**src/rtl/fir_pkg.sv**
```systemverilog
// fir_pkg -- shared definitions for the FIR error calculator.
//   fir_state_t : 2-bit FSM state encoding (IDLE, MAC, ERR, UPD)
//   ACC_W       : accumulator width (50 bits holds 16 x 46-bit products)
//   SAT_MAX/MIN : 32-bit signed saturation limits
//   fir_reduce  : narrows a 50-bit signed value to 32 bits, either
//                 saturating (FIR_ERR_SAT_EN defined) or wrapping (default).
package fir_pkg;

    typedef enum logic [1:0] {
        S_IDLE = 2'd0,
        S_MAC  = 2'd1,
        S_ERR  = 2'd2,
        S_UPD  = 2'd3
    } fir_state_t;

    localparam int          ACC_W   = 50;
    localparam logic [31:0] SAT_MAX = 32'h7FFF_FFFF;
    localparam logic [31:0] SAT_MIN = 32'h8000_0000;

    function automatic logic [31:0] fir_reduce(input logic [ACC_W-1:0] v);
`ifdef FIR_ERR_SAT_EN
        // Value fits in 32 bits when everything above bit 31 is a copy of bit 31.
        if ((v[ACC_W-1:31] == '0) || (v[ACC_W-1:31] == '1))
            return v[31:0];
        else if (v[ACC_W-1])
            return SAT_MIN;
        else
            return SAT_MAX;
`else
        logic unused_hi;
        unused_hi = ^v[ACC_W-1:32];
        return v[31:0];
`endif
    endfunction

endpackage

```
**src/rtl/fir_mac.sv**
```systemverilog
// fir_mac -- signed multiply-accumulate datapath.
//   clk, rst : clock, asynchronous active-high reset
//   i_clr    : synchronous clear of the accumulator (wins over i_en)
//   i_en     : add i_weight * i_reff to the accumulator this cycle
//   i_weight : 32-bit signed weight
//   i_reff   : 14-bit signed reference sample
//   o_acc    : 50-bit signed accumulator
module fir_mac
    import fir_pkg::*;
(
    input  logic             clk,
    input  logic             rst,
    input  logic             i_clr,
    input  logic             i_en,
    input  logic [31:0]      i_weight,
    input  logic [13:0]      i_reff,
    output logic [ACC_W-1:0] o_acc
);

    logic [45:0]      w_wext;
    logic [45:0]      w_rext;
    logic [45:0]      w_prod;
    logic [ACC_W-1:0] r_acc;

    // Sign-extend both operands to the full product width so the low 46 bits
    // of the multiply are the exact signed product.
    assign w_wext = {{14{i_weight[31]}}, i_weight};
    assign w_rext = {{32{i_reff[13]}}, i_reff};
    assign w_prod = $signed(w_wext) * $signed(w_rext);

    always_ff @(posedge clk or posedge rst) begin
        if (rst)
            r_acc <= '0;
        else if (i_clr)
            r_acc <= '0;
        else if (i_en)
            r_acc <= r_acc + {{(ACC_W-46){w_prod[45]}}, w_prod};
    end

    assign o_acc = r_acc;

endmodule

```
**src/rtl/fir_err_calc.sv**
```systemverilog
// fir_err_calc -- FIR filter output and LMS error calculator.
// Accepts one desired sample per start, walks TAPS weight/reference pairs
// through fir_mac (one tap per cycle), then produces y_out = acc >>> SHIFT and
// e = d_in - y_out, and strobes the weight bank for one cycle.
//   clk, rst         : clock, asynchronous active-high reset
//   start            : one-cycle request, honoured only when idle
//   d_in             : desired sample (signed), latched on accepted start
//   tap_idx          : tap currently addressed in the weight bank
//   weight_rd        : signed weight of tap_idx (combinational from bank)
//   reff_rd          : signed reference sample of tap_idx (combinational)
//   y_out            : registered filter output
//   e                : registered error, stable from UPD until the next ERR
//   weight_cal_state : one-cycle weight-update strobe
//   busy             : high whenever not idle
//   done             : one-cycle pulse with weight_cal_state
// Build option: define FIR_ERR_SAT_EN to saturate y_out and e instead of
// wrapping them to 32 bits.
module fir_err_calc
    import fir_pkg::*;
#(
    parameter int TAPS  = 16,
    parameter int SHIFT = 14
) (
    input  logic        clk,
    input  logic        rst,
    input  logic        start,
    input  logic [31:0] d_in,
    output logic [3:0]  tap_idx,
    input  logic [31:0] weight_rd,
    input  logic [13:0] reff_rd,
    output logic [31:0] y_out,
    output logic [31:0] e,
    output logic        weight_cal_state,
    output logic        busy,
    output logic        done
);

    fir_state_t       r_state;
    fir_state_t       w_next;
    logic [3:0]       r_tap;
    logic [31:0]      r_d;
    logic [31:0]      r_y;
    logic [31:0]      r_e;

    logic             w_accept;
    logic             w_last_tap;
    logic             w_mac_en;
    logic [ACC_W-1:0] w_acc;
    logic [ACC_W-1:0] w_acc_sh;
    logic [31:0]      w_y;
    logic [32:0]      w_e_wide;
    logic [31:0]      w_e;

    assign w_accept   = (r_state == S_IDLE) && start;
    assign w_last_tap = (r_tap == 4'(TAPS - 1));
    assign w_mac_en   = (r_state == S_MAC);

    fir_mac u_mac (
        .clk      (clk),
        .rst      (rst),
        .i_clr    (w_accept),
        .i_en     (w_mac_en),
        .i_weight (weight_rd),
        .i_reff   (reff_rd),
        .o_acc    (w_acc)
    );

    // Output datapath: the error uses the already-reduced y so that e always
    // equals d - y_out as seen by the weight bank.
    assign w_acc_sh = $signed(w_acc) >>> SHIFT;
    assign w_y      = fir_reduce(w_acc_sh);
    assign w_e_wide = {r_d[31], r_d} - {w_y[31], w_y};
    assign w_e      = fir_reduce({{(ACC_W-33){w_e_wide[32]}}, w_e_wide});

    always_ff @(posedge clk or posedge rst) begin
        if (rst)
            r_state <= S_IDLE;
        else
            r_state <= w_next;
    end

    always_comb begin
        w_next = r_state;
        case (r_state)
            S_IDLE:  if (start) w_next = S_MAC;
            S_MAC:   if (w_last_tap) w_next = S_ERR;
            S_ERR:   w_next = S_UPD;
            S_UPD:   w_next = S_IDLE;
            default: w_next = S_IDLE;
        endcase
    end

    // tap_idx only moves in MAC and returns to 0 on the final tap.
    always_ff @(posedge clk or posedge rst) begin
        if (rst)
            r_tap <= '0;
        else if (w_mac_en && !w_last_tap)
            r_tap <= r_tap + 4'd1;
        else
            r_tap <= '0;
    end

    always_ff @(posedge clk or posedge rst) begin
        if (rst)
            r_d <= '0;
        else if (w_accept)
            r_d <= d_in;
    end

    always_ff @(posedge clk or posedge rst) begin
        if (rst) begin
            r_y <= '0;
            r_e <= '0;
        end else if (r_state == S_ERR) begin
            r_y <= w_y;
            r_e <= w_e;
        end
    end

    assign tap_idx          = r_tap;
    assign y_out            = r_y;
    assign e                = r_e;
    assign busy             = (r_state != S_IDLE);
    assign done             = (r_state == S_UPD);
    assign weight_cal_state = (r_state == S_UPD);

endmodule

```
**config.mk**
```make
export PLATFORM = sky130hd
export DESIGN_NAME = fir_err_calc
export DESIGN_NICKNAME = d
export VERILOG_FILES = /design/src/rtl/fir_pkg.sv /design/src/rtl/fir_mac.sv /design/src/rtl/fir_err_calc.sv
export SDC_FILE = /design/constraint.sdc
export NUM_CORES = 2
export LEC_CHECK = 0
export CORE_ASPECT_RATIO = 1.1
export CORE_UTILIZATION = 57
export CTS_CLUSTER_SIZE = 12
export DETAILED_ROUTE_END_ITERATION = 7
export PLACE_DENSITY = 0.78
export SKIP_LAST_GASP = 1
export SLEW_MARGIN = 20
export SYNTH_ARGS = -nofsm -noshare
export SYNTH_HDL_FRONTEND = slang
export SYNTH_SLANG_ARGS = --single-unit
```
**constraint.sdc**
```tcl
create_clock -name clk -period 4.7 [get_ports clk]
set_input_delay 0.705 -clock clk [delete_from_list [all_inputs] [get_ports clk]]
set_output_delay 0.705 -clock clk [all_outputs]
set_load 0.02 [all_outputs]
```
; ---- Yosys cells after proc, flatten, opt, wreduce, memory -nomap -nowiden
; Cells that the tools add are included.
[classes]
eq_ne = 6
n_reduce_logical = 7
add_sub_neg = 3
muxes = 6
mul = 1
[ops]
columns = op, n
row1 = two-way mux 50 bit, 2
row2 = adder 50 bit, 1
row3 = multiplier 32 x 14 -> 46 bit, 1
row4 = subtractor 32 bit, 1
row5 = one-hot mux 2 bit (4 select lines), 1
row6 = "adder 4 x 1 -> 4 bit, second input constant", 1
row7 = "== test 2 bit, second input constant", 2
row8 = "== test 4 bit, second input constant", 1
row9 = two-way mux 2 bit, 2
row10 = two-way mux 4 bit, 1
row11 = "inequality test 2 bit, second input constant", 2
row12 = nonzero test 2 bit, 2
row13 = "== test 2 x 1 -> 1 bit, second input constant", 1
row14 = logical AND 1 bit, 2
row15 = zero test 2 bit, 1
row16 = AND reduction 2 bit, 1
row17 = zero test 1 bit, 1
[totals]
output_inout_bits = 71
in_bits = 81
register_bits = 152

; ---- Longest topological paths before layout
[logic_depth]
depth_word = 4
mapped_depth = 36
mapped_depth_nobuf = 35

; ---- By module
; Synthesis repeated with hierarchy kept, for this count alone.
[unflattened]
cells_unflattened = 2812
area_unflattened_um2 = 25753.4
[modules_own_cells]
columns = module, area_per_inst_um2, n_inst, cells_each, seq_area_each_um2
row1 = fir_mac, 20045.5, 1, 2288, 1251.2
row2 = fir_err_calc, 5708.0, 1, 524, 2552.4

; ---- Least setup slack after synthesis
; No wires, ideal clock.
[synth_timing]
path_kind = input port to flip-flop
startpoint = input weight_rd[13]
endpoint = register u_mac.r_acc[45], in the netlist u_mac.o_acc[45]
arrival_time_ns = 8.521
setup_time_ns = 0.087
path_stages = 33
setup_slack_ns = -3.908
path_cell_list = clkbuf_1 nand2_1 fa_1 inv_1 fa_1 fa_1 fa_1 fa_1 inv_1 fa_1 inv_1 ha_1 a21oi_1 o21ai_0 a221o_1 a31oi_1 o21bai_1 a21oi_1 o21ai_0 a21o_1 a21oi_1 xnor2_1 ha_1 a21oi_1 o21ai_0 nor4bb_1 o211ai_1 a41o_4 or3b_1 a31o_1 a21oi_2 xnor2_1 a211oi_2
[synth_via]
elab_chain_cells = 4
[synth_rtl]
columns = item, line
row1 = from (decl), fir_err_calc.sv:29  ; input logic [31:0] weight_rd,
row2 = multiplier 32 x 14 -> 46 bit, fir_mac.sv:29  ; assign w_prod = $signed(w_wext) * $signed(w_rext);
row3 = adder 50 bit, fir_mac.sv:37  ; r_acc <= r_acc + {{(ACC_W-46){w_prod[45]}}, w_prod};
row4 = two-way mux 50 bit, fir_mac.sv:36  ; else if (i_en)
row5 = two-way mux 50 bit, fir_mac.sv:34  ; else if (i_clr)
row6 = to (signal assigned), fir_mac.sv:37
row7 = to (decl), fir_mac.sv:23  ; logic [ACC_W-1:0] r_acc;
; Every way passes these cells. The select of a mux whose other input is x is not followed.
; A chain may end at the register's enable or synchronous reset.

; ---- Worst setup path after layout
[layout_timing]
startpoint = input weight_rd[0]
endpoint = register u_mac.r_acc[45], in the netlist u_mac.o_acc[45]
; Same word-level chain as after synthesis.

==> run summary <==
Entering global routing, the biggest net connects 86 pins. Launching instance or port of the critical path: weight_rd[0]. In this run the remaining antenna-violating nets after routing total 0. The floorplan step set the die width to 201 um. The final reports fail on negative setup slack.

Of all flip-flops after synthesis, the portion carrying an async set or reset was 100%. The first routing iteration left 1472 violations. For this design the top-level I/O count stands at 152. The final critical path takes up 174% of the cycle. For the worst flop-to-flop path, the logic depth is 13. The run gives 148 as the clock sink total. In the layout the commonest cells are inv_1, buf_4, fa_1. STA classifies the critical path startpoint as an input pin. TritonCTS built the clock tree. The flow ran to the end, but the final reports show violations. Setup repair after global routing could not meet its margin everywhere. The global-route wire length before repair came out at 111 mm. The worst register-to-register path begins at u_mac.o_acc[14]. After synthesis, the cell types taking the most area are fa_1, dfrtp_1, ha_1. Of the total synthesized cell area, the portion taken by AND, OR, NAND and NOR gates is 15.5%. Routability-driven placement finished with a final weighted congestion of 0.926.

The H-tree was split into 4 levels. Measured against its own limit, the worst slew margin works out to 32.2%. Among all stages on the critical path, the largest delay is contributed by fa_1. For this configuration, the core starts out at a cell density of 58.1%. Number of distinct library cells after synthesis: 73.

The cell area that synthesis handed to floorplanning was 24700 um^2. The pre-antenna-repair detailed-routing pass consisted of 7 iterations. The count of vias placed by the detailed router was 21630; the data arrival time at the worst-slack endpoint was 8.44 ns.

The initial antenna violation count was 0; the post-synthesis register bit count was 148. In this run the vertical extent of the chip is 220 um. The fraction of layout instances using a drive strength above 1 was 27.0%; the multiplexer share of the synthesized area was 3.56%.

The synthesized netlist devotes 42.9% of its cell area to adder and majority cells. The die covers 44200 um^2. Leading cell type in the layout, fill and taps excluded: inv_1. The wire-length estimate of the detail-placed layout is 53.4 mm.

Overflow left after global routing: 0. Subtracting the final worst setup slack from the clock period gives 8.16 ns. The synthesized area per cell came out at 9.03 um^2. Summing the areas of all compound-gate instances in the mapped netlist gives 9.75% of the synthesized area. Timing would allow up to 122 MHz. Most repeated library cell on the critical path: fa_1. The tools report the final-stage net count as 3969. The predominant post-synthesis flop cell was dfrtp_1. The clock latency of the later-clocked register in the worst-skew pair is 0.44 ns. The run gives 0 as the hold violation count in the final report.

Synthesis produced a netlist whose cell count is 2738. By startpoint and endpoint, the worst setup path is classified as input pin to flip-flop. Largest family of logic cells by synthesized area: adder cells. CTS root buffer: clkbuf_16. Dividing the detail-routed wire length by the instance count gives 18.6 um. For this run, design rule violations remaining after detail routing come to 0. Of the total synthesized cell area, the portion taken by XOR and XNOR cells is 3.97%. The detail-routed via count per cell is 5.59.

The number of antenna diodes in the final layout is 0. Class of the tightest hold or removal check: flip-flop to flip-flop. Of the post-synthesis cell area, the dominant cell type holds 33.5%. The tools report the reg2reg setup slack as 1.05 ns. Clock transition at the registers of the reported paths: 0.06 ns. Row count: 79. For the count of final max-slew check failures, the log shows 0. The logs give 41 for the final setup violation count and 31.6% for the total track usage. The number of input and output port buffers inserted is 151.

Post-layout worst setup margin: -3.46 ns. During synthesis, Yosys emitted a total of 0 warnings. Summed over all layers, the routed wires come to 72.1 mm. Along the worst path, the maximum fanout reaches 3. For the pin with the worst max-slew slack, the measured transition is 1.02 ns. In this run the deepest clock path goes through 2 buffers. The setup clock skew after layout is 0.0108 ns.

The cell accounting for the most synthesized area is fa_1. The number of buffers inserted during clock tree synthesis was 17; the total of hold buffers inserted after clock tree synthesis was 0. The capturing instance or port of the critical path is u_mac.o_acc[45]. The critical path data required time was 4.98 ns. For the number of violations of the max-capacitance limit, the log shows 0. The share of the Yosys chip area taken by registers is 15.0%. The net count after synthesis was 3418. In this run the standard cell core region covers 42500 um^2. The number of global-route vias before repair is 22534.

From synthesis to final layout, the design area changed by 32.5%. The peak per-stage delay on the critical path came out at 0.54 ns. The endpoint identified for the worst register-to-register timing path is e[30].

The tools report the kind of end point of the critical path as a flip-flop. After routing, the total negative slack on setup checks comes to -103.12 ns. Yosys mapped a number of flops with a built-in enable equal to 0.
state kept, by name, indices dropped and copies added, names as in the netlist:
signal	count
e	32
r_d	32
y_out	32
tap_idx	4
u_mac.o_acc	46
r_state	2
cell type report:
| cell class | instances | area, um^2 |
|---|---|---|
| clock inverter | 14 | 178 |
| clock buffer | 17 | 425 |
| tap | 567 | 709 |
| inverter | 503 | 1900 |
| timing repair buffer | 642 | 5650 |
| sequential | 148 | 3700 |
| multi-input combinational | 1977 | 20200 |
| fill | 2636 | 9750 |
layer usage:
| metal | routed length [um] | GRT usage [%] | vias up |
|---|---|---|---|
| met5 | 0 | 0 | - |
| met2 | 35700 | 54.6 | 993 |
| li1 | - | - | 9679 |
| met1 | 28100 | 39.6 | 10747 |
| met3 | 5700 | 5.73 | 211 |
| met4 | 2600 | 12.6 | 0 |
cells in the mapped netlist, types with 24 or more instances:
| cell type | instances |
|---|---|
| a21oi_1 | 103 |
| a21o_1 | 50 |
| fa_1 | 413 |
| mux2i_1 | 26 |
| nand3_1 | 24 |
| nand2b_1 | 24 |
| nor2_1 | 112 |
| xor2_1 | 34 |
| o21ai_0 | 69 |
| and2_1 | 193 |
| ha_1 | 186 |
| dfrtp_1 | 148 |
| clkbuf_1 | 106 |
| inv_1 | 502 |
| xnor2_1 | 78 |
| nand2_1 | 395 |
| mux2_2 | 55 |
what timing repair did:
action,CTS,global route
gates resized for setup,323,173
setup endpoints to repair,41,41
buffers inserted,68,42
gates cloned,6,1
pin swaps,199,181
stage by stage:
stage / util [%] / area [um^2] / setup WS (ns) / cells / hold WS [ns]
2_1_floorplan: - / 25200 / -3.52 / 2738 / 0.452
3_3_place_gp: 70.3 / 29900 / -4.30 / 3740 / 0.461
3_5_place_dp: 70.3 / 29900 / -4.46 / 3740 / 0.474
4_1_cts: 75.0 / 31900 / -3.42 / 3840 / 0.487
5_1_grt: 77.1 / 32800 / -3.72 / 3868 / 0.500
6_report: 77.1 / 32800 / -3.46 / 3868 / 0.490
worst max-delay path: cells and delay by family:
kind	cells	cell delay (ns)
adders and majority gates	8	3.56
AOI/OAI and AO/OA	14	2.27
and+or+nand+nor	4	1.10
buffers and inverters	5	0.58
xor gates and xnor gates	2	0.22
cell families after synthesis:
family	count (synthesis)
buffers and inverters	613
muxes	81
AOI/OAI and AO/OA	366
and+or+nand+nor	819
DFF	148
xor gates and xnor gates	112
adders and majority gates	599
worst min-delay path by stage:
| stage | from | end | cells past startpoint |
|---|---|---|---|
| after global placement | e[3] | e[3] | 1 |
| final | e[3] | e[3] | 1 |
| after CTS | r_d[14] | r_d[14] | 2 |
| after detailed placement | r_d[14] | r_d[14] | 2 |
| after floorplan | r_d[10] | r_d[10] | 2 |
| after global routing | r_d[14] | r_d[14] | 2 |
Power is not shown: default switching activity piles up to over one toggle a cycle in this logic, so the estimate is an artifact.
